[src/rtl/dac_cal_scheduler_if.sv]
// Bus bundle between the VGA pixel source and the DAC calibration scheduler.
// The master drives the video/timing inputs; the slave drives the DAC codes and status.
interface dac_cal_scheduler_if;
  logic [7:0] i_vid_r;
  logic [7:0] i_vid_g;
  logic [7:0] i_vid_b;
  logic       i_hblank;
  logic       i_vblank;
  logic       i_test_en;
  logic [7:0] o_dac_r;
  logic [7:0] o_dac_g;
  logic [7:0] o_dac_b;
  logic       o_cal_busy;
  logic [1:0] o_cal_chan;
  logic       o_cal_step;
  logic       o_cal_done;
  logic       o_cal_abort;

  modport master (
    output i_vid_r, i_vid_g, i_vid_b, i_hblank, i_vblank, i_test_en,
    input  o_dac_r, o_dac_g, o_dac_b, o_cal_busy, o_cal_chan,
    input  o_cal_step, o_cal_done, o_cal_abort
  );

  modport slave (
    input  i_vid_r, i_vid_g, i_vid_b, i_hblank, i_vblank, i_test_en,
    output o_dac_r, o_dac_g, o_dac_b, o_cal_busy, o_cal_chan,
    output o_cal_step, o_cal_done, o_cal_abort
  );
endinterface

[src/rtl/dac_cal_scheduler.sv]
// Arbitrates the RGB DAC buses between live video and a per-channel calibration ramp
// that runs inside a single vertical-blanking interval.
module dac_cal_scheduler #(
  parameter int         CAL_LINE    = 2,
  parameter int         STEP_CYCLES = 1,
  parameter logic [7:0] BLACK_LEVEL = 8'h00
) (
  input logic           clk,
  input logic           rst,
  dac_cal_scheduler_if.slave bus
);
  localparam int             LW        = (CAL_LINE < 1) ? 1 : $clog2(CAL_LINE + 1);
  localparam logic [LW-1:0]  LINE_LAST = LW'(CAL_LINE);
  localparam logic [7:0]     HOLD_LAST = 8'(STEP_CYCLES - 1);

  localparam logic [2:0] S_IDLE   = 3'd0;
  localparam logic [2:0] S_WAIT   = 3'd1;
  localparam logic [2:0] S_RAMP_R = 3'd2;
  localparam logic [2:0] S_RAMP_G = 3'd3;
  localparam logic [2:0] S_RAMP_B = 3'd4;
  localparam logic [2:0] S_DONE   = 3'd5;

  logic [2:0]    r_state;
  logic [7:0]    r_ramp;
  logic [7:0]    r_hold;
  logic [LW-1:0] r_line;
  logic          r_vblank_q;
  logic          r_hblank_q;
  logic [7:0]    r_dac_r;
  logic [7:0]    r_dac_g;
  logic [7:0]    r_dac_b;
  logic          r_busy;
  logic [1:0]    r_chan;
  logic          r_step;
  logic          r_done;
  logic          r_abort;

  logic          w_vrise;
  logic          w_hfall;
  logic          w_blank;
  logic          w_ramping;
  logic          w_abort;
  logic          w_hold_term;
  logic [1:0]    w_chan;
  logic [2:0]    w_next_ramp;

  always_comb begin
    w_vrise     = bus.i_vblank & ~r_vblank_q;
    w_hfall     = ~bus.i_hblank & r_hblank_q;
    w_blank     = bus.i_hblank | bus.i_vblank;
    w_hold_term = (r_hold == HOLD_LAST);
    w_chan      = 2'd0;
    w_next_ramp = S_IDLE;
    case (r_state)
      S_RAMP_R: begin w_chan = 2'd1; w_next_ramp = S_RAMP_G; end
      S_RAMP_G: begin w_chan = 2'd2; w_next_ramp = S_RAMP_B; end
      S_RAMP_B: begin w_chan = 2'd3; w_next_ramp = S_DONE;   end
      default:  begin w_chan = 2'd0; w_next_ramp = S_IDLE;   end
    endcase
    w_ramping = (w_chan != 2'd0);
    w_abort   = ((r_state == S_WAIT) || w_ramping) && (!bus.i_vblank || !bus.i_test_en);
  end

  // Defaults give the normal video path; an abort keeps them so live video wins immediately.
  always_ff @(posedge clk) begin
    if (rst) begin
      r_state    <= S_IDLE;
      r_ramp     <= 8'd0;
      r_hold     <= 8'd0;
      r_line     <= '0;
      r_vblank_q <= 1'b0;
      r_hblank_q <= 1'b0;
      r_dac_r    <= BLACK_LEVEL;
      r_dac_g    <= BLACK_LEVEL;
      r_dac_b    <= BLACK_LEVEL;
      r_busy     <= 1'b0;
      r_chan     <= 2'd0;
      r_step     <= 1'b0;
      r_done     <= 1'b0;
      r_abort    <= 1'b0;
    end else begin
      r_vblank_q <= bus.i_vblank;
      r_hblank_q <= bus.i_hblank;
      r_busy     <= 1'b0;
      r_chan     <= 2'd0;
      r_step     <= 1'b0;
      r_done     <= 1'b0;
      r_abort    <= 1'b0;
      r_dac_r    <= w_blank ? BLACK_LEVEL : bus.i_vid_r;
      r_dac_g    <= w_blank ? BLACK_LEVEL : bus.i_vid_g;
      r_dac_b    <= w_blank ? BLACK_LEVEL : bus.i_vid_b;
      if (w_abort) begin
        r_state <= S_IDLE;
        r_abort <= 1'b1;
      end else begin
        case (r_state)
          S_IDLE: begin
            if (w_vrise && bus.i_test_en) begin
              r_state <= S_WAIT;
              r_line  <= '0;
            end
          end
          S_WAIT: begin
            r_busy <= 1'b1;
            if (w_hfall) begin
              if (r_line == LINE_LAST) begin
                r_state <= S_RAMP_R;
                r_ramp  <= 8'd0;
                r_hold  <= 8'd0;
              end else begin
                r_line <= r_line + LW'(1);
              end
            end
          end
          S_RAMP_R, S_RAMP_G, S_RAMP_B: begin
            r_busy  <= 1'b1;
            r_chan  <= w_chan;
            r_step  <= (r_hold == 8'd0);
            r_dac_r <= (w_chan == 2'd1) ? r_ramp : BLACK_LEVEL;
            r_dac_g <= (w_chan == 2'd2) ? r_ramp : BLACK_LEVEL;
            r_dac_b <= (w_chan == 2'd3) ? r_ramp : BLACK_LEVEL;
            if (w_hold_term) begin
              r_hold <= 8'd0;
              r_ramp <= r_ramp + 8'd1;
              if (r_ramp == 8'hFF) begin
                r_state <= w_next_ramp;
              end
            end else begin
              r_hold <= r_hold + 8'd1;
            end
          end
          S_DONE: begin
            r_done  <= 1'b1;
            r_state <= S_IDLE;
          end
          default: begin
            r_state <= S_IDLE;
          end
        endcase
      end
    end
  end

  assign bus.o_dac_r     = r_dac_r;
  assign bus.o_dac_g     = r_dac_g;
  assign bus.o_dac_b     = r_dac_b;
  assign bus.o_cal_busy  = r_busy;
  assign bus.o_cal_chan  = r_chan;
  assign bus.o_cal_step  = r_step;
  assign bus.o_cal_done  = r_done;
  assign bus.o_cal_abort = r_abort;
endmodule

[src/flat_wrapper.sv]
// flat-port wrapper written by rule: the top's interface ports become plain ports
module dac_cal_scheduler_flat 
#(
  parameter int         CAL_LINE    = 2,
  parameter int         STEP_CYCLES = 1,
  parameter logic [7:0] BLACK_LEVEL = 8'h00
)
  (clk, rst, bus_i_vid_r, bus_i_vid_g, bus_i_vid_b, bus_i_hblank, bus_i_vblank, bus_i_test_en, bus_o_dac_r, bus_o_dac_g, bus_o_dac_b, bus_o_cal_busy, bus_o_cal_chan, bus_o_cal_step, bus_o_cal_done, bus_o_cal_abort);
  dac_cal_scheduler_if bus_i ();
  input logic clk;
  input logic rst;
  input wire logic [$bits(bus_i.i_vid_r)-1:0] bus_i_vid_r;
  input wire logic [$bits(bus_i.i_vid_g)-1:0] bus_i_vid_g;
  input wire logic [$bits(bus_i.i_vid_b)-1:0] bus_i_vid_b;
  input wire logic [$bits(bus_i.i_hblank)-1:0] bus_i_hblank;
  input wire logic [$bits(bus_i.i_vblank)-1:0] bus_i_vblank;
  input wire logic [$bits(bus_i.i_test_en)-1:0] bus_i_test_en;
  output wire logic [$bits(bus_i.o_dac_r)-1:0] bus_o_dac_r;
  output wire logic [$bits(bus_i.o_dac_g)-1:0] bus_o_dac_g;
  output wire logic [$bits(bus_i.o_dac_b)-1:0] bus_o_dac_b;
  output wire logic [$bits(bus_i.o_cal_busy)-1:0] bus_o_cal_busy;
  output wire logic [$bits(bus_i.o_cal_chan)-1:0] bus_o_cal_chan;
  output wire logic [$bits(bus_i.o_cal_step)-1:0] bus_o_cal_step;
  output wire logic [$bits(bus_i.o_cal_done)-1:0] bus_o_cal_done;
  output wire logic [$bits(bus_i.o_cal_abort)-1:0] bus_o_cal_abort;
  assign bus_i.i_vid_r = bus_i_vid_r;
  assign bus_i.i_vid_g = bus_i_vid_g;
  assign bus_i.i_vid_b = bus_i_vid_b;
  assign bus_i.i_hblank = bus_i_hblank;
  assign bus_i.i_vblank = bus_i_vblank;
  assign bus_i.i_test_en = bus_i_test_en;
  assign bus_o_dac_r = bus_i.o_dac_r;
  assign bus_o_dac_g = bus_i.o_dac_g;
  assign bus_o_dac_b = bus_i.o_dac_b;
  assign bus_o_cal_busy = bus_i.o_cal_busy;
  assign bus_o_cal_chan = bus_i.o_cal_chan;
  assign bus_o_cal_step = bus_i.o_cal_step;
  assign bus_o_cal_done = bus_i.o_cal_done;
  assign bus_o_cal_abort = bus_i.o_cal_abort;
  dac_cal_scheduler #(.CAL_LINE(CAL_LINE), .STEP_CYCLES(STEP_CYCLES), .BLACK_LEVEL(BLACK_LEVEL)) u_core (.clk(clk), .rst(rst), .bus(bus_i));
endmodule
[config.mk]
export PLATFORM = sky130hd
export DESIGN_NAME = dac_cal_scheduler_flat
export DESIGN_NICKNAME = d
export VERILOG_FILES = /design/src/rtl/dac_cal_scheduler_if.sv /design/src/rtl/dac_cal_scheduler.sv /design/src/flat_wrapper.sv
export SDC_FILE = /design/constraint.sdc
export NUM_CORES = 1
export LEC_CHECK = 0
export ABC_AREA = 1
export CAP_MARGIN = 25
export CORE_ASPECT_RATIO = 1.5
export CORE_UTILIZATION = 26
export DETAILED_ROUTE_END_ITERATION = 12
export PLACE_DENSITY_LB_ADDON = 0.3
export SLEW_MARGIN = 0
export SYNTH_ARGS = -nofsm -noshare
export SYNTH_HDL_FRONTEND = slang
export SYNTH_SLANG_ARGS = --single-unit
[constraint.sdc]
create_clock -name clk -period 1.95 [get_ports clk]
set_input_delay 0.39 -clock clk [delete_from_list [all_inputs] [get_ports clk]]
set_output_delay 0.39 -clock clk [all_outputs]
set_load 0.01 [all_outputs]
Yosys cells after proc, flatten, opt, wreduce, memory -nomap -nowiden
Cells that the tools add are included.
{ "word_totals": {"regBits": 53, "input_bits": 29, "output_inout_bits": 30, "wordCells": 92} }
{ "classes": {"add_sub_neg": 3, "n_eq_ne": 16, "muxes": 33, "bitwise": 7, "n_reduce_logical": 19} }
{ "ops": {"columns": ["op", "n"], "rows": [
  ["$mux 8", 16],
  ["$pmux 8 s2", 2],
  ["$pmux 3 s3", 2],
  ["$add 8x1->8 const B", 2],
  ["$mux 3", 5],
  ["$reduce_and 5->1", 3],
  ["$eq 8x8->1 const B", 1],
  ["$logic_not 8->1", 1],
  ["$ne 2x1->1 const B", 4],
  ["$eq 2x2->1 const B", 3],
  ["$eq 3x2->1 const B", 2],
  ["$eq 3x3->1 const B", 2],
  ["$mux 2", 3],
  ["$pmux 2 s3", 1],
  ["$reduce_bool 2->1", 3],
  ["$reduce_or 3->1", 2],
  ["$ne 2x2->1 const B", 2],
  ["$not 1->1", 4],
  ["$pmux 2 s2", 1],
  ["$reduce_and 4->1", 1],
  ["$reduce_or 4->1", 1],
  ["$eq 3x1->1 const B", 1],
  ["$logic_not 3->1", 1],
  ["$mux 1", 3],
  ["8 further kinds", 12]
]} }

Longest topological paths before layout
Gate-level depths: netlist of the first run.
{ "depth": {"ltp_word": 7, "depth_mapped": 11, "ltp_nobuf": 11} }

Worst setup path after synthesis of the first run
OpenSTA, ideal clock, no wires.
{ "synth_timing": {"path_type": "register to register", "start": "register u_core.r_ramp[0]", "end": "register u_core.r_state[1]", "setup_time_ps": 113, "arrival_time_ps": 1351, "required_ps": 1837, "slack_ps": 486, "path_stages_with_launch": 11, "path_cell_list": "dfxtp_1 ha_1 nand2_1 nor2_2 nand2_1 o21ai_0 nand2_1 nor2_4 nand2_1 nand2_1 nor2_1"} }
{ "synth_via": {"elab_chain_cells": 3} }
{ "synth_rtl": {"columns": ["item", "line_no", "source"], "rows": [
  ["start: declaration", "dac_cal_scheduler.sv:24", "logic [7:0] r_ramp;"],
  ["start signal: assignment", "dac_cal_scheduler.sv:124", "r_ramp <= r_ramp + 8'd1;"],
  ["$eq 8x8->1", "dac_cal_scheduler.sv:125", "if (r_ramp == 8'hFF) begin"],
  ["$ne 2x1->1 (no line)", null, null],
  ["$reduce_and 5->1 (no line)", null, null],
  ["end signal: assignment", "dac_cal_scheduler.sv:126", "r_state <= w_next_ramp;"],
  ["end: declaration", "dac_cal_scheduler.sv:23", "logic [2:0] r_state;"]
]} }
Every way passes these cells.
A chain may end at the register's enable or synchronous reset.

Final worst setup path of the first run
{ "layout_timing": {"start": "register u_core.r_state[0]", "end": "register u_core.r_state[2]"} }
{ "layout_via": {"elab_chain_cells": 6, "word_cells_on_any_way": 21} }
{ "layout_rtl": {"columns": ["item"], "rows": [
  ["branches (longest 6 deep; another with $eq 3x3->1)"]
]} }
Several ways; the timed one is not identified. The select of a mux whose other input is x is not followed.

==> out/metrics.csv, run 1 <==
stage,metric,value,unit
critical_path,r2r_setup_slack,0.24,ns
clocking,cts_max_level,2,
drt,wl_met1,2.466,mm
timing,fin_worst_skew,0.002383,ns
critical_path,crit_arrival,1.91,ns
drt,wl_met2,3.257,mm
clocking,ctsLongestPathBuffers,2,
pwr,ir_drop,0.0005152,V
floorplan,coreArea,8986,µm²
drt,drcViolationCount,0,
synthesis,synthAdderAreaFrac,0.02052,
timing,max_slew_margin,0.5868,
synthesis,syn_nets,379,
critical_path,r2r_cells,9,
clocking,cts_resized,0,
timing,max_slew.worst_pin.slew,0.6175,ns
drt,routed.top_layer,met4,
floorplan,rows,42,
drt,dr.pass1.iters,6,
synthesis,synth-seq-cells,53,
synthesis,synth.mux.area_fraction,0,
clocking,post_cts_buffers,0,
synthesis,syn-cell-area,2439,µm²
drt,ant_nets,0,
floorplan,boundaryPins,59,
timing,fmax,583.8,MHz
synthesis,synthArstFlopShare,0,
clocking,clkSlewWorstSetupHoldPaths,0.07,ns
final_layout,area_delta_synth_final,37.66,%
min_path,min_path_type,flop to flop,
global_route,antenna_found_initial,0,
synthesis,ys_seq_area_frac,0.4351,
global_route,grt_usage,0.1363,
drt,drtIter0Drc,64,
critical_path,r2r-end,u_core.r_state[2],
outcome,status,completed,
synthesis,synth_compound_area_frac,0.08415,
place,port_buffers,58,
final_layout,nets,445,
drt,vias_per_cell,4.539,
final_layout,fillers,954,
clocking,clkSinkCount,53,
floorplan,die_area,9778,µm²
global_route,grt_first_pass_wirelength,10.27,mm
synthesis,avgSynthCellArea,7.048,µm²
clocking,clk_latency,0.29,ns
critical_path,crit_start,u_core.r_state[0],
synthesis,yosysUniqueCellTypes,23,
critical_path,cp.required,2.14,ns
synthesis,synth_cells,346,
global_route,grt_pass1_vias,2332,
synthesis,synth-edff-count,0,
pwr,power_density,1013,nW/µm²
floorplan,die_height,120.6,µm
timing,setup_violations,0,
clocking,cts_buffers,5,
clocking,cts_tree,done,
timing,rsz0062_at_grt,no,
final_layout,regArea,1061,µm²
drt,vias,2374,
critical_path,end_kind,flop,
timing,min_period_over_period,0.8784,
final_layout,post-route-cell-area,3357,µm²
pwr,p_leak,1.346,nW
clocking,cts_hold_buffers,0,
final_layout,multiInputGateArea,1174,µm²
timing,tns,0,ns
place,place_area,3186,µm²
final_layout,antennaDiodeCount,0,
timing,min_period,1.713,ns
synthesis,synthXorXnorAreaFrac,0,
critical_path,crit_end,u_core.r_state[2],
drt,routed-wl-met3,272,µm
timing,slew_violations,0,
job,maxCapViolations,0,
critical_path,critPathLaunchType,flop,
place,gp_congestion,0.8877,
floorplan,die_w,81.08,µm
clocking,ctsRootBufferMaster,clkbuf_16,
place,dp_hpwl,4.823,mm
drt,avgRoutedWirePerCell,12.01,µm
final_layout,drive_gt1_frac,0.1041,
critical_path,critPathMaxFanout,13,
timing,hold_viol,0,
critical_path,critPathKind,flop to flop,
synthesis,synth-main-ff-cell,dfxtp_1,
global_route,overflow,0,
drt,routed_wirelength,6.282,mm
critical_path,rr_startpoint,u_core.r_state[0],
synthesis,synthSimpleGateAreaFrac,0.3766,
global_route,grt_max_degree,36,
floorplan,start_util,0.2714,
synthesis,yosysWarnings,0,
synthesis,synth_top_family_by_area,simple AND/OR/NAND/NOR gates,
==> kinds of logic after synthesis <==
group / Yosys count
buffers and inverters: 49
flip-flops: 53
AO/OA/AOI/OAI: 41
adder cells (fa/ha/maj): 4
AND/OR/NAND/NOR: 199
==> power by group <==
part	switching, mW	internal [mW]
Sequential	0.0631	1.16
Clock	0.402	0.608
Combinational	0.764	0.401
==> sequential cells by signal (all words and copies together) (netlist names) <==
register,cells
u_core.bus.o_cal_abort,1
u_core.bus.o_cal_busy,1
u_core.bus.o_cal_chan,2
u_core.bus.o_cal_done,1
u_core.bus.o_cal_step,1
u_core.bus.o_dac_b,8
u_core.bus.o_dac_g,8
u_core.bus.o_dac_r,8
u_core.r_hblank_q,1
u_core.r_hold,8
u_core.r_line,2
u_core.r_ramp,8
u_core.r_state,3
u_core.r_vblank_q,1
==> per-layer routing <==
metal  vias up  GRT usage
met5         -          0
met4         0    0.07478
met3        18    0.02642
met2        61     0.2500
met1      1055     0.1397
li1       1240          -
==> cells in the final DEF, fill, tap and decap left out <==
cell / n
nor3_2: 2
nor2_8: 1
ha_1: 4
nor2_4: 1
nand2_2: 9
o21ai_0: 6
clkinv_4: 1
nand2_1: 87
buf_4: 12
nand4_1: 9
bufinv_16: 1
nand3_1: 42
a21oi_1: 35
nand3_2: 1
clkbuf_16: 5
clkinv_1: 2
nor2_2: 4
dfxtp_1: 53
clkdlybuf4s50_1: 58
inv_2: 3
inv_1: 33
nor2_1: 36
nand2_4: 2
nor3_1: 5
clkinvlp_4: 1
==> stage by stage <==
stage	setup slack (ns)	instances	util	hold slack, ns	power (mW)
3_5_place_dp	0.04228	515	0.3545	0.4749	2.416
5_1_grt	0.04685	523	0.3736	0.5029	3.621
2_1_floorplan	0.4863	346	-	0.4491	2.081
6_report	0.2371	523	0.3736	0.4838	3.399
3_3_place_gp	0.1039	515	0.3545	0.4581	2.404
4_1_cts	0.2275	523	0.3736	0.4862	3.444
==> worst min-delay path by stage <==
stage	from	end	slack, ns	depth (start not counted)
floorplan	u_core.r_line[1]	u_core.r_line[1]	0.45	2
global placement	u_core.r_line[1]	u_core.r_line[1]	0.46	2
detailed placement	u_core.r_hold[4]	u_core.r_hold[4]	0.47	2
CTS	u_core.r_hold[4]	u_core.r_hold[4]	0.49	2
global route	u_core.r_hold[4]	u_core.r_hold[4]	0.50	2
finish	u_core.r_line[1]	u_core.r_line[1]	0.48	2
==> final cells by class <==
type	count	area share
inverters	38	0.04249
repair buffers	70	0.1998
clock inverters	3	0.01379
well taps	110	0.04100
multi-input cells	244	0.3496
clock buffers	5	0.03727
flip-flops and latches	53	0.3161
==> cells in the mapped netlist, types with 2 or more instances <==
master,number,area share
buf_6,2,0.0092
nand4_1,9,0.023
nand2_1,87,0.13
o21ai_0,6,0.012
ha_1,4,0.021
inv_2,3,0.0046
dfxtp_1,53,0.44
clkinv_1,2,0.0031
nor2_2,4,0.010
nand2_4,2,0.0092
nand3_1,42,0.086
nor3_1,5,0.010
a21oi_1,35,0.072
nand2_2,9,0.023
nor2_1,36,0.055
nor3_2,2,0.0082
clkbuf_1,7,0.011
inv_1,33,0.051
==> critical path: stages (launching register included) <==
cell,delay [ns]
dfxtp_1,0.48
nor2_2,0.09
nand2_2,0.10
nand2_1,0.19
nand2_2,0.27
nand2_1,0.15
nor2_4,0.16
nand2_1,0.07
nand2_1,0.06
nor2_1,0.04
(Power assumes the default switching activity.)
==> run 2, diff against run 1 <==
Settings changed: CORE_ASPECT_RATIO 1.5 to 1.25.
==> out/metrics.csv, run 2 (synthesis results as in run 1) <==
stage,metric,value,unit,change
outcome,status,"complete, but fails checks",,
outcome,violations,design-rule violations,,
floorplan,die_w,88.62,µm,+9.3%
clocking,clkSlewWorstSetupHoldPaths,0.07,ns,about the same
min_path,min_path_type,flop to flop,,
clocking,cts_buffers,5,,unchanged
place,port_buffers,58,,unchanged
drt,vias_per_cell,4.483,,-1.2%
place,gp_congestion,0.8882,,about the same
clocking,clk_latency,0.30,ns,about the same
pwr,clkPwrFrac,0.275,,-0.022
critical_path,critPathMaxFanout,13,,unchanged
timing,rsz0062_at_grt,no,,
pwr,ir_drop,0.0004533,V,-12%
global_route,grt_first_pass_wirelength,10.29,mm,+0.13%
pwr,power_density,984.7,nW/µm²,-2.7%
global_route,grt_usage,0.1396,,+0.003321
pwr,power.share.sequential,0.371,,+0.011
place,dp_hpwl,4.855,mm,+0.66%
drt,dr.pass1.iters,8,,+2
pwr,p_int,2.046,mW,-5.7%
drt,ant_nets,0,,unchanged
timing,fin_worst_skew,0.006659,ns,+0.004276 ns
place,place_area,3199,µm²,+0.43%
clocking,cts_tree,done,,
global_route,grt_max_degree,36,,unchanged
timing,hold_viol,0,,unchanged
job,maxCapViolations,0,,unchanged
critical_path,crit_arrival,1.94,ns,+0.03 ns
critical_path,end_kind,flop,,
clocking,ctsLongestPathBuffers,2,,unchanged
floorplan,rows,39,,-7.1%
floorplan,die_area,9773,µm²,about the same
drt,vias,2394,,+0.84%
timing,tns,0,ns,unchanged
critical_path,crit_start,u_core.r_state[0],,
global_route,overflow,0,,unchanged
clocking,cts_resized,0,,unchanged
pwr,comb_power_share,0.354,,+0.011
floorplan,boundaryPins,59,,unchanged
drt,avgRoutedWirePerCell,12.11,µm,+0.86%
critical_path,critPathKind,flop to flop,,
final_layout,antennaDiodeCount,0,,unchanged
clocking,cts_hold_buffers,0,,unchanged
floorplan,start_util,0.2672,,-0.004130
final_layout,area_delta_synth_final,37.40,%,
min_path,min_from,u_core.r_line[1],,
clocking,clkSinkCount,53,,unchanged
pwr,switching_share,0.3798,,+0.01802
timing,min_period,1.748,ns,+0.03549 ns
timing,max_slew.worst_pin.slew,0.5958,ns,-0.02164 ns
timing,min_period_over_period,0.8966,,+0.01820
drt,wl_met1,2.694,mm,+9.2%
clocking,post_cts_buffers,0,,unchanged
timing,fmax,572.0,MHz,-2.0%
final_layout,mostFrequentLayoutCell,nand2_1,,
global_route,antenna_found_initial,0,,unchanged
drt,routed-wl-met3,229,µm,-16%
floorplan,coreArea,9125,µm²,+1.5%
floorplan,die_height,110.3,µm,-8.6%
final_layout,nets,443,,-0.45%
timing,setup_violations,0,,unchanged
drt,drcViolationCount,2,,+2
drt,drtIter0Drc,107,,+67%
pwr,p_leak,1.327,nW,-1.4%
final_layout,post-route-cell-area,3351,µm²,-0.19%
clocking,cts_max_level,2,,unchanged
critical_path,cp.required,2.14,ns,about the same
critical_path,critPathLaunchType,flop,,
global_route,grt_pass1_vias,2231,,-4.3%
drt,routed_wirelength,6.469,mm,+3.0%
pwr,p_switching,1.253,mW,+1.9%
timing,max_slew_margin,0.6013,,+0.01448
final_layout,mostFrequentLayoutCells,"nand2_1 (87), clkdlybuf4s50_1 (58), dfxtp_1 (53)",,
final_layout,drive_gt1_frac,0.09976,,-0.004360
drt,wl_met2,3.467,mm,+6.4%
drt,routed.top_layer,met4,,
clocking,ctsRootBufferMaster,clkbuf_16,,
timing,slew_violations,0,,unchanged
critical_path,rr_startpoint,u_core.r_state[0],,
-- run 2: cell count changes in the layout (fill, tap and decap cells not counted), sizes merged --
cell,previous run,this run
clkinv,3,2
buf,12,10
bufinv,1,0
inv,36,37
clkinvlp,1,2
-- run 2: worst max-delay path, stage by stage, from the launching register on --
cell and delay (ns):
dfxtp_1 0.49, nor2_2 0.09, nand2_2 0.10, nand2_1 0.19, nand2_2 0.28, nand2_1 0.16, nor2_4 0.16, nand2_1 0.07
nand2_1 0.06, nor2_1 0.04
-- run 2: final timing paths --
| check | cells past startpoint | end | slack (ns) |
|---|---|---|---|
| min reg2reg | 2 | u_core.r_line[1] | 0.48 |
| min | 2 | u_core.r_line[1] | 0.48 |
| max reg2reg | 9 | u_core.r_state[2] | 0.20 |
| max | 9 | u_core.r_state[2] | 0.20 |
-- run 2: metrics by stage --
step | util | instances | total power, mW | hold WS (ns) | worst slack [ns]
global placement | 0.3506 | 526 | 2.407 | 0.4581 | 0.1077
floorplan | - | 346 | 2.081 | 0.4491 | 0.4863
global route | 0.3672 | 534 | 3.531 | 0.5077 | 0.02144
CTS | 0.3672 | 534 | 3.346 | 0.4830 | 0.1924
finish | 0.3672 | 534 | 3.300 | 0.4777 | 0.2016
detailed placement | 0.3506 | 526 | 2.424 | 0.4715 | 0.08675
-- run 2: metal layers --
metal  vias up  track usage
li1       1240            -
met1      1098       0.1507
met2        50       0.2615
met3         6      0.02606
met4         0      0.05991
met5         -            0
-- run 2: cell type report --
cell class | instances | area, µm²
flip-flops and latches | 53 | 1061
well taps | 123 | 153.9
multi-input cells | 244 | 1174
fillers | 1012 | 5774
repair buffers | 68 | 668.1
inverters | 38 | 142.6
clock buffers | 5 | 125.1
clock inverters | 3 | 26.28
-- run 2: power by group through the flow --
stage,logic (mW),registers (mW),clock network (mW)
2_1_floorplan,0.837,1.24,0
3_3_place_gp,1.16,1.25,0
3_5_place_dp,1.17,1.25,0
4_1_cts,1.18,1.22,0.941
5_1_grt,1.32,1.23,0.979
6_report,1.17,1.22,0.907
==> run 3, diff against run 2 <==
Settings changed: ABC_CLOCK_PERIOD_IN_PS set to 1950, CAP_MARGIN 25 to unset.
==> results of run 3 <==
Final layout, timing and power as in run 2 (identical DEF).
==> RTL change 1 (flow settings as in run 1) <==
`CAL_LINE` is set to 2 in 2 places; all go to 1.
--- a/src/rtl/dac_cal_scheduler.sv
+++ b/src/rtl/dac_cal_scheduler.sv
@@ -1,7 +1,7 @@
 // Arbitrates the RGB DAC buses between live video and a per-channel calibration ramp
 // that runs inside a single vertical-blanking interval.
 module dac_cal_scheduler #(
-  parameter int         CAL_LINE    = 2,
+  parameter int         CAL_LINE    = 1,
   parameter int         STEP_CYCLES = 1,
   parameter logic [7:0] BLACK_LEVEL = 8'h00
 ) (
--- a/src/flat_wrapper.sv
+++ b/src/flat_wrapper.sv
@@ -1,7 +1,7 @@
 // flat-port wrapper written by rule: the top's interface ports become plain ports
 module dac_cal_scheduler_flat 
 #(
-  parameter int         CAL_LINE    = 2,
+  parameter int         CAL_LINE    = 1,
   parameter int         STEP_CYCLES = 1,
   parameter logic [7:0] BLACK_LEVEL = 8'h00
 )
Check against the original RTL: not equivalent (Yosys sat finds a counterexample within 10 cycles, from zero or initial values and one cycle with rst high).
==> RTL change 1 against run 1 <==
Worst setup slack improved by 0.12 ns. Global-route usage grew 0.46 points. Design area increased by 3.5%. Die area up 4.2%. Largest power group unchanged. Largest cell class unchanged. Wire length increased by 5.3%. Total power down 8.2%. Critical path depth decreased by 2. Synthesized area rose by 4.3%. Critical endpoint is now u_core.r_ramp[0]. Via count up 0.21%. Sequential cell count is 1 lower.
==> RTL change 1: results (changes against run 1) <==
| Metric | Value |
|---|---|
| Fin nets | 442 (-0.67%) |
| Met3 Usage GRT | 2.73% (+0.089 points) |
| Total clock buffers created by CTS | 5 (unchanged) |
| Syn Nets | 377 (-0.53%) |
| Avg WL per Cell | 12.6 um (+5.3%) |
| Reg2Reg Depth | 8 (-1) |
| Worst Setup EP | u_core.r_ramp[0] |
| GR Layer Usage met1 | 14.7% (+0.72 points) |
| Cell types with the highest counts after synthesis | sky130_fd_sc_hd__nand2_1 (89), sky130_fd_sc_hd__dfxtp_1 (52), sky130_fd_sc_hd__nand3_1 (38) |
| DP Wirelength | 4890 um (+1.4%) |
| Overall track demand over capacity in global routing | 14.1% (+0.46 points) |
| Largest cells by area after synthesis | sky130_fd_sc_hd__dfxtp_1 (41%), sky130_fd_sc_hd__nand2_1 (13%), sky130_fd_sc_hd__nand3_1 (7.5%), sky130_fd_sc_hd__a21oi_1 (7.1%), sky130_fd_sc_hd__nor2_1 (4.6%) |
| Count of unique library cells instantiated by Yosys | 30 (+30%) |
| Kind of capture point of the worst setup path | flip-flop |
| Fraction of layout instances using a drive strength above 1 | 13.4% (+3.0 points) |
| Number of search-and-repair iterations in the first detailed-routing pass | 4 (-2) |
| Final period demand of the worst path | 1.59 ns (-0.121 ns) |
| Skew final | 0.00562 ns (+0.00324 ns) |
| Fill count | 983 (+3.0%) |
| Number of enable flip-flop cells after synthesis | 0 (unchanged) |
| Peak VDD IR | 0.000496 V (-3.7%) |
| Yosys warnings | 0 (unchanged) |
| Routability congestion estimate | 0.863 (-2.8%) |
| Via count normalized by instance count | 4.55 (+0.21%) |
| Worst-path cell with the longest stage delay | sky130_fd_sc_hd__clkdlybuf4s50_1 |
| Largest stage delay, worst path | 0.45 ns (-0.03 ns) |
| Status | complete, no violations |
| Type of the tightest min-delay check | reg2reg |
| Global-route wire length before repair | 10700 um (+4.6%) |
| Critical Path Source | bus_i_hblank |
| Met2 demand-to-capacity share in global routing | 26.2% (+1.2 points) |
| Share of flip-flops with an asynchronous set or reset | 0% (unchanged) |
| Largest net degree at the start of global routing | 38 (+5.6%) |
| DRC marker count from the first detailed-route iteration | 89 (+39%) |
| CTS Root Buffer Type | sky130_fd_sc_hd__clkbuf_16 |
| Register-to-register setup slack | 0.37 ns (+0.13 ns) |
| Arrival time at the worst endpoint | 1.78 ns (-0.13 ns) |
| Critical R2R Capture | u_core.r_state[2] |
| Worst Max-Slew Pin Slew | 0.571 ns (-0.0464 ns) |
| Critical path fanouts, max | 8 (-5) |
| R2R Path Start | u_core.r_ramp[0] |
| Register area share after synthesis | 40.9% (-2.6 points) |
| Static Leak | 1.34 nW (-0.67%) |
| Most frequently used flop master after synthesis | sky130_fd_sc_hd__dfxtp_1 |
| Number of global-route vias before repair | 2312 (-0.86%) |
| Initial Util | 27.2% (about the same) |
| Post-Place Setup Slack | 0.0374 ns (-0.00489 ns) |
## RTL change 1: layout make-up
type | instances | share of cell area (%)
clock buffers | 6 | 4.00
clock inverters | 2 | 1.12
inverters | 33 | 3.56
multi-input cells | 248 | 37.7
flip-flops and latches | 52 | 29.9
well taps | 112 | 4.03
repair buffers | 70 | 19.7
## RTL change 1: logic make-up after synthesis
logic type | synth area share, %
and+or+nand+nor | 38.3
adders and majority gates | 1.48
DFF | 40.9
xor gates and xnor gates | 1.38
buffers and inverters | 7.53
AOI/OAI and AO/OA | 10.4
## RTL change 1: layer usage
| metal | share of wire [%] | routed length [um] | vias up |
|---|---|---|---|
| met3 | 4.1 | 271 | 9 |
| met5 | 0 | 0 | - |
| met1 | 40 | 2660 | 1071 |
| li1 | - | - | 1239 |
| met4 | 2.1 | 139 | 0 |
| met2 | 54 | 3540 | 60 |
## RTL change 1: worst max-delay path: cells and delay by family
family,cells,cell delay (ns)
buf+inv,2,0.54
simple gates,3,0.49
compound gates,2,0.36
## RTL change 1: how the worst min path moves through the flow
stage / slack, ns / cells after the start / endpoint / startpoint
floorplan: 0.45 / 2 / u_core.r_line / u_core.r_line
CTS: 0.50 / 2 / u_core.r_line / u_core.r_line
global route: 0.54 / 2 / u_core.r_line / u_core.r_line
detailed placement: 0.48 / 2 / u_core.r_line / u_core.r_line
finish: 0.50 / 2 / u_core.r_line / u_core.r_line
global placement: 0.46 / 2 / u_core.r_line / u_core.r_line
## RTL change 1: metrics by stage
| step | std cells | area, um^2 |
|---|---|---|
| 3_5_place_dp | 515 | 3300 |
| 3_3_place_gp | 515 | 3300 |
| 2_1_floorplan | 345 | 2540 |
| 4_1_cts | 523 | 3480 |
| 6_report | 523 | 3480 |
| 5_1_grt | 523 | 3480 |
## RTL change 1: power by group
part,switching [W],leakage (nW),internal [W]
logic,0.000546,0.827,0.000342
clock network,0.000401,0.0871,0.000643
registers,0.0000532,0.423,0.00114
==> RTL change 2 (settings of run 1) <==
Made on the original files. Reset style: asynchronous (`rst`), changed in one clocked block.
--- a/src/rtl/dac_cal_scheduler.sv
+++ b/src/rtl/dac_cal_scheduler.sv
@@ -62,7 +62,7 @@
   end
 
   // Defaults give the normal video path; an abort keeps them so live video wins immediately.
-  always_ff @(posedge clk) begin
+  always_ff @(posedge clk or posedge rst) begin
     if (rst) begin
       r_state    <= S_IDLE;
       r_ramp     <= 8'd0;
Behaviour: differs if rst is asserted again (counterexample within 4 cycles, from zero or initial values and one cycle with rst high); with rst held inactive, the same outputs for 10 cycles.
==> RTL change 2 against run 1 <==
Wire length decreased by 9.3%. Synthesized area rose by 3.4%. Total power grew 1.1%. Sequential cell count unchanged. Worst setup slack worse by 0.0080 ns. Design area up 2.8%. Combinational power down 9%. Utilization down 0.48 points. Final cell count is 12% lower.
==> RTL change 2: results (changes against run 1) <==
| Metric | Value |
|---|---|
| Clock power frac | 29.9% (+0.2 points) |
| Type of the tightest min-delay check | in2async |
| Static Leak | 1.66 nW (+23%) |
| Routability congestion estimate | 0.822 (-7.4%) |
| Number of global-route vias before repair | 2080 (-11%) |
| Via count normalized by instance count | 4.49 (-1.1%) |
| Reg2Reg Depth | 8 (-1) |
| Largest stage delay, worst path | 0.45 ns (-0.03 ns) |
| Fin nets | 380 (-15%) |
| Yosys warnings | 0 (unchanged) |
| WL final | 5700 um (-9.3%) |
| Internal power contribution | 0.00231 W (+6.4%) |
| DP Wirelength | 4350 um (-9.7%) |
| Count of buffers inserted at the top-level ports | 58 (unchanged) |
| Fraction of layout instances using a drive strength above 1 | 10.1% (-0.35 points) |
| Cells after synthesis | 284 (-18%) |
| Most frequently used flop master after synthesis | sky130_fd_sc_hd__dfrtp_1 |
| Share of flip-flops with an asynchronous set or reset | 100% (+100 points) |
| Skew final | 0.00566 ns (+0.00328 ns) |
| Cell types with the highest counts after synthesis | sky130_fd_sc_hd__nand2_1 (63), sky130_fd_sc_hd__dfrtp_1 (53), sky130_fd_sc_hd__inv_1 (49) |
| DRC marker count from the first detailed-route iteration | 106 (+66%) |
| Worst-path cell with the longest stage delay | sky130_fd_sc_hd__dfrtp_1 |
| Tcrit/Tclk final | 88.3% (+0.41 points) |
| Global-route wire length before repair | 9490 um (-7.6%) |
| Total clock buffers created by CTS | 5 (unchanged) |
| Register area share after synthesis | 52.6% (+9.1 points) |
| Largest net degree at the start of global routing | 54 (+50%) |
| R2R Path Start | u_core.r_state[0] |
| DP Area | 3280 um^2 (+2.8%) |
| Overall track demand over capacity in global routing | 12.5% (-1.1 points) |
| Status | complete, no violations |
| Worst Setup EP | u_core.r_state[1] |
| Comb power | 0.00105 W (-9%) |
| Hold violation count in the final report | 0 (unchanged) |
| Number of placed cells counting well taps | 452 (-12%) |
| Worst Max-Slew Pin Slew | 0.459 ns (-0.158 ns) |
| Non-filler cells in the finished layout | 460 (-12%) |
| Number of search-and-repair iterations in the first detailed-routing pass | 4 (-2) |
| Net Sw Frac | 32.8% (-3.3 points) |
| Arrival time at the worst endpoint | 1.91 ns (about the same) |
| Syn Nets | 317 (-16%) |
| Worst hold margin | 0.464 ns (-0.0202 ns) |
| Register-to-register setup slack | 0.23 ns |
| Critical Path Source | u_core.r_state[0] |
| Critical path fanouts, max | 6 (-7) |
| Largest cells by area after synthesis | sky130_fd_sc_hd__dfrtp_1 (53%), sky130_fd_sc_hd__nand2_1 (9.4%), sky130_fd_sc_hd__inv_1 (7.3%), sky130_fd_sc_hd__o22ai_1 (6.0%), sky130_fd_sc_hd__nand3_1 (2.6%) |
| Peak VDD IR | 0.000521 V (+1.0%) |
| Count of unique library cells instantiated by Yosys | 27 (+17%) |
| Post-Place Setup Slack | 0.0856 ns (+0.0433 ns) |
RTL change 2: final cells by class:
type / instances / area, um^2
fillers: 970 / 5910
flip-flops and latches: 53 / 1330
multi-input cells: 171 / 956
repair buffers: 66 / 666
inverters: 50 / 188
well taps: 112 / 140
clock buffers: 6 / 139
clock inverters: 2 / 37.5
RTL change 2: critical path: cells and delay by family, from the launching register on:
| kind | cells | cell delay [ns] |
|---|---|---|
| flip-flops | 1 | 0.45 |
| AND/OR/NAND/NOR | 8 | 1.17 |
RTL change 2: logic make-up (layout without fill, tap and decap cells):
logic type	after synthesis	count (layout)	synth area share (%)
fa+ha+maj	4	4	1.98
simple gates	111	111	21.1
xor+xnor	9	9	3.13
compound gates	47	47	11.7
buf+inv	60	124	9.52
flops	53	53	52.6
RTL change 2: metal layers:
metal / up-vias / global-route usage [%] / share of wire (%)
li1: 1044 / - / -
met1: 972 / 13.4 / 39
met4: 0 / 5.37 / 1.9
met3: 9 / 2.30 / 4.1
met5: - / 0 / 0
met2: 40 / 23.1 / 55
